--- src/rtl/tia_lfsr_counter_pkg.sv ---
// Shared horizontal-counter constants, control decode and the default parameter values.
// The guarded macro block mirrors the legacy tia_defines.v header so older files keep compiling.
`ifndef TIA_DEFINES_V
`define TIA_DEFINES_V
`define TIA_HCOUNT_WIDTH 6
`define TIA_HCOUNT_TAPS  6'b000011
`define TIA_HCOUNT_WRAP  6'b010100
`define TIA_OBJ_NUM_DECODE 4
`endif

package tia_lfsr_counter_pkg;

  localparam int unsigned TIA_WIDTH_DEF = `TIA_HCOUNT_WIDTH;
  localparam logic [TIA_WIDTH_DEF-1:0] TIA_TAPS_DEF = `TIA_HCOUNT_TAPS;
  localparam logic [TIA_WIDTH_DEF-1:0] TIA_WRAP_DEF = `TIA_HCOUNT_WRAP;
  localparam int unsigned TIA_NUM_DECODE_DEF = `TIA_OBJ_NUM_DECODE;

  typedef enum logic [1:0] {
    OP_HOLD    = 2'd0,
    OP_CLEAR   = 2'd1,
    OP_LOAD    = 2'd2,
    OP_ADVANCE = 2'd3
  } tia_op_e;

  // Clear beats load beats advance; reset is handled separately by the register.
  function automatic tia_op_e tia_sel_op(input logic clear, input logic load,
                                         input logic advance);
    tia_op_e op;
    op = OP_HOLD;
    if (clear)        op = OP_CLEAR;
    else if (load)    op = OP_LOAD;
    else if (advance) op = OP_ADVANCE;
    return op;
  endfunction

endpackage

--- src/rtl/tia_lfsr_step.sv ---
// Combinational successor of an XNOR LFSR state, including the terminal-state wrap
// and the all-ones lock-up escape.
module tia_lfsr_step
  import tia_lfsr_counter_pkg::*;
#(
  parameter int unsigned WIDTH = TIA_WIDTH_DEF,
  parameter logic [WIDTH-1:0] TAP_MASK = TIA_TAPS_DEF,
  parameter logic [WIDTH-1:0] WRAP_STATE = TIA_WRAP_DEF
) (
  input  logic [WIDTH-1:0] state,
  output logic [WIDTH-1:0] next_state,
  output logic             at_wrap
);

  logic feedback;

  always_comb begin
    feedback = ~^(state & TAP_MASK);
    at_wrap  = (state == WRAP_STATE);
    // All-ones is a fixed point of XNOR feedback, so it is forced to zero like a wrap.
    if (at_wrap || (&state)) next_state = '0;
    else                     next_state = {feedback, state[WIDTH-1:1]};
  end

endmodule

--- src/rtl/tia_lfsr_counter.sv ---
// Single-clock horizontal LFSR counter with clear, parallel load, terminal wrap pulse
// and run-time programmable state decoders.
module tia_lfsr_counter
  import tia_lfsr_counter_pkg::*;
#(
  parameter int unsigned WIDTH = TIA_WIDTH_DEF,
  parameter logic [WIDTH-1:0] TAP_MASK = TIA_TAPS_DEF,
  parameter logic [WIDTH-1:0] WRAP_STATE = TIA_WRAP_DEF,
  parameter int unsigned NUM_DECODE = TIA_NUM_DECODE_DEF
) (
  input  logic                          clk,
  input  logic                          reset_n,
  input  logic                          clear,
  input  logic                          load,
  input  logic [WIDTH-1:0]              load_value,
  input  logic                          advance,
  input  logic [NUM_DECODE*WIDTH-1:0]   decode_values,
  output logic [WIDTH-1:0]              out,
  output logic                          wrap,
  output logic [NUM_DECODE-1:0]         decode_hit
);

  logic [WIDTH-1:0] next_state;
  logic             at_wrap;
  tia_op_e          op;

  assign op = tia_sel_op(clear, load, advance);

  tia_lfsr_step #(
    .WIDTH     (WIDTH),
    .TAP_MASK  (TAP_MASK),
    .WRAP_STATE(WRAP_STATE)
  ) u_step (
    .state     (out),
    .next_state(next_state),
    .at_wrap   (at_wrap)
  );

  // wrap is only raised by an advance out of the terminal state, never by a load of it.
  always_ff @(posedge clk) begin
    if (!reset_n) begin
      out  <= '0;
      wrap <= 1'b0;
    end else begin
      case (op)
        OP_CLEAR: begin
          out  <= '0;
          wrap <= 1'b0;
        end
        OP_LOAD: begin
          out  <= load_value;
          wrap <= 1'b0;
        end
        OP_ADVANCE: begin
          out  <= next_state;
          wrap <= at_wrap;
        end
        default: begin
          out  <= out;
          wrap <= 1'b0;
        end
      endcase
    end
  end

  for (genvar i = 0; i < NUM_DECODE; i++) begin : g_decode
    assign decode_hit[i] = (out == decode_values[i*WIDTH +: WIDTH]);
  end

endmodule
--- config.mk ---
export PLATFORM = sky130hd
export DESIGN_NAME = tia_lfsr_counter
export DESIGN_NICKNAME = d
export VERILOG_FILES = /design/src/rtl/tia_lfsr_counter_pkg.sv /design/src/rtl/tia_lfsr_step.sv /design/src/rtl/tia_lfsr_counter.sv
export SDC_FILE = /design/constraint.sdc
export NUM_CORES = 1
export LEC_CHECK = 0
export ABC_CLOCK_PERIOD_IN_PS = 2450
export BUFFER_PORTS_ARGS = -buffer_cell sky130_fd_sc_hd__buf_2
export CAP_MARGIN = 20
export CORE_ASPECT_RATIO = 0.9
export CORE_MARGIN = 3
export CORE_UTILIZATION = 44
export DETAILED_ROUTE_END_ITERATION = 10
export GPL_TIMING_DRIVEN = 0
export HOLD_SLACK_MARGIN = 0.06
export MAX_ROUTING_LAYER = met4
export PLACE_DENSITY = 0.84
export SLEW_MARGIN = 20
export SYNTH_ARGS = -nofsm -noshare
export SYNTH_HDL_FRONTEND = slang
export SYNTH_HIERARCHICAL = 1
export SYNTH_SLANG_ARGS = --single-unit
export TNS_END_PERCENT = 5
--- constraint.sdc ---
create_clock -name clk -period 2.45 [get_ports clk]
set_input_delay 0.245 -clock clk [delete_from_list [all_inputs] [get_ports clk]]
set_output_delay 0.245 -clock clk [all_outputs]
set_load 0.03 [all_outputs]
==> flow_metrics.env <==
export IMPL_cts_buffers=3
export IMPL_grt_setup_unrepaired="false"
export IMPL_vias=735
export IMPL_end_kind="primary output"
export IMPL_syn_avg_cell_area_sq_um=8.16
export IMPL_synthMuxAreaShare_pct=4.38
export IMPL_finalSetupTns_ps=0
export IMPL_synthXorXnorAreaFrac_pct=30.7
export IMPL_io_buffer_count=45
export IMPL_die_y_um=43.5
export IMPL_grt_overflow=0
export IMPL_synth_fp_nets=121
export IMPL_clock_skew_ps=6.33
export IMPL_highest_layer="met4"
export IMPL_die_w_um=47.6
export IMPL_holdBufCountCts=0
export IMPL_drt_first_pass_iters=4
export IMPL_path_clk_slew_ps=50
export IMPL_powerDensity_mw_per_mm2=376
export IMPL_diodes=0
export IMPL_arrival_ps=1460
export IMPL_grt_pass1_wl_mm=3.02
export IMPL_totalWireLength_mm=1.86
export IMPL_routed_via_density=5.00
export IMPL_finalCritPeriodShare_pct=69.7
export IMPL_synthAdderAreaFrac_pct=3.65
export IMPL_hold_viol_final=0
export IMPL_p_leak_nw=0.476
export IMPL_nFillCells=104
export IMPL_clock_latency_ps=260
export IMPL_status="finished clean"
export IMPL_cts_tree="built"
export IMPL_synthToLayoutAreaGrowth_pct=39.2
export IMPL_synth_seq_cells=7
export IMPL_final_antenna_net_count=0
export IMPL_wire_per_inst_um=12.6
export IMPL_grt_pass1_vias=723
export IMPL_ys_warn_count=6
export IMPL_fmax_mhz=585
export IMPL_track_usage_pct=20.2
export IMPL_crit_chain="buf_2, xnor2_1, nand4_1, nor3_1, buf_2"
export IMPL_final_core_util_pct=71.4
export IMPL_netlist_area_sq_um=686
export IMPL_ir_worst_vdd_uv=366
export IMPL_dieArea_sq_mm=0.00207
export IMPL_clock_sinks=7
export IMPL_drc_errors=0
export IMPL_setup_viol=0
export IMPL_synth_top_family_by_area="XOR/XNOR gates"
export IMPL_layout_common_cells="51 x buf_2, 16 x xnor2_1, 9 x nor2_1"
export IMPL_clockRootBuffer="clkbuf_4"
export IMPL_grt_max_degree=10
export IMPL_power_uw=359
export IMPL_wl_met3_um=124
export IMPL_cts_setup_buffers=0
export IMPL_synth_compound_area_share_pct=8.39
export IMPL_layout_commonest_cell="buf_2"
export IMPL_h_tree_depth=1
export IMPL_cp_slowest_stage_delay_ps=390
export IMPL_core_sq_mm=0.00134
export IMPL_drive_above_1_share_pct=45.9
export IMPL_worstMarginPinSlew_ps=281
export IMPL_met1_length_um=736
export IMPL_dp_hpwl_mm=1.61
export IMPL_critPathRequiredTime_ps=2200
export IMPL_place_gp_congestion=0.779
export IMPL_cp_start_kind="flop"
export IMPL_synth_cell_types=20
export IMPL_ys_seq_area_share_pct=20.4
export IMPL_fin_nets=171
export IMPL_cts_resized=0
export IMPL_synth_simple_area_share_pct=25.9
export IMPL_fin_crit_ps=1710
export IMPL_io_pins=46
export IMPL_slowest_stage="dfxtp_1"
export IMPL_critPathMaxFanout=5
export IMPL_route_met2_wl_um=984
export IMPL_crit_top_cell="buf_2"
export IMPL_relSlewSlack_pct=81.3
export IMPL_dr_first_iter_drc_count=6
export IMPL_fp_row_count=12
export IMPL_clk_path_buf_depth=2
export IMPL_antenna_found_initial=0
export IMPL_drv_cap=0
export IMPL_critPathKind="reg2out"
export IMPL_hp_class="in2reg"
export IMPL_drv_slew=0
export IMPL_synthCells=84
export IMPL_initial_core_util_pct=51.3
layer usage:
metal	vias up	global-route usage (%)
li1	380	-
met1	328	24.0
met2	25	33.7
met3	2	6.22
met4	0	3.23
met5	-	-
cells in the mapped netlist (all sizes together):
| library cell | count | area (sq um) |
|---|---|---|
| or3 | 1 | 11.3 |
| nand4 | 4 | 25.0 |
| ha | 2 | 25.0 |
| nor2b | 4 | 35.0 |
| clkinv | 1 | 3.75 |
| nand3 | 1 | 5.00 |
| nor3 | 8 | 40.0 |
| nor2 | 9 | 33.8 |
| xor2 | 8 | 70.1 |
| a21oi | 1 | 16.3 |
| o22ai | 3 | 18.8 |
| nand2b | 2 | 12.5 |
| or3b | 1 | 11.3 |
| dfxtp | 7 | 140 |
| buf | 6 | 30.0 |
| xnor2 | 16 | 140 |
| nand2 | 1 | 3.75 |
| inv | 3 | 11.3 |
| mux2i | 3 | 30.0 |
| a211oi | 3 | 22.5 |
state kept, by name, indices dropped and copies added (netlist names):
signal and cells:
wrap 1, out 6
through the flow:
| stage | cell area, sq um | cells | hold WS (ps) | setup WS [ps] |
|---|---|---|---|---|
| 2_1_floorplan | 686 | 84 | 417 | 567 |
| 3_3_place_gp | 928 | 143 | 520 | 882 |
| 3_5_place_dp | 928 | 143 | 529 | 843 |
| 4_1_cts | 955 | 147 | 261 | 745 |
| 5_1_grt | 955 | 147 | 276 | 619 |
| 6_report | 955 | 147 | 257 | 741 |
cell families (layout without fill, tap and decap cells):
logic type / Yosys count / count (layout)
fa+ha+maj: 2 / 2
mux: 3 / 3
buf+inv: 10 / 59
xor+xnor: 24 / 24
flops: 7 / 7
simple gates: 31 / 31
compound gates: 7 / 7
area by class of cell:
class                   count  area (sq um)  share of cell area, %
clock buffers               4          26.3                   2.75
repair buffers             45           225                   23.6
well taps                  14          17.5                   1.83
inverters                   4          15.0                   1.57
multi-input cells          67           500                   52.4
plain buffers               6          30.0                   3.15
flip-flops and latches      7           140                   14.7
worst max-delay path: cells and delay by family (launching register included):
kind	cells	cell delay [ps]
DFF	1	390
xor gates and xnor gates	1	140
and+or+nand+nor	2	230
buffers and inverters	2	450
report_power, final:
group          internal, mW  switching [mW]  leakage [nW]
sequential            0.119         0.00501        0.0573
clock                0.0623          0.0440        0.0150
combinational        0.0645          0.0639         0.403
total                 0.246           0.113         0.476
worst paths after layout:
| path | from | to | slack, ps | cells past startpoint |
|---|---|---|---|---|
| max | out[0] | decode_hit[3] | 740 | 5 |
| min | load_value[2] | out[2] | 260 | 3 |
| max reg2reg | out[0] | out[1] | 810 | 7 |
| min reg2reg | out[2] | wrap | 660 | 4 |
No activity file was read; power rests on OpenSTA's default activity.
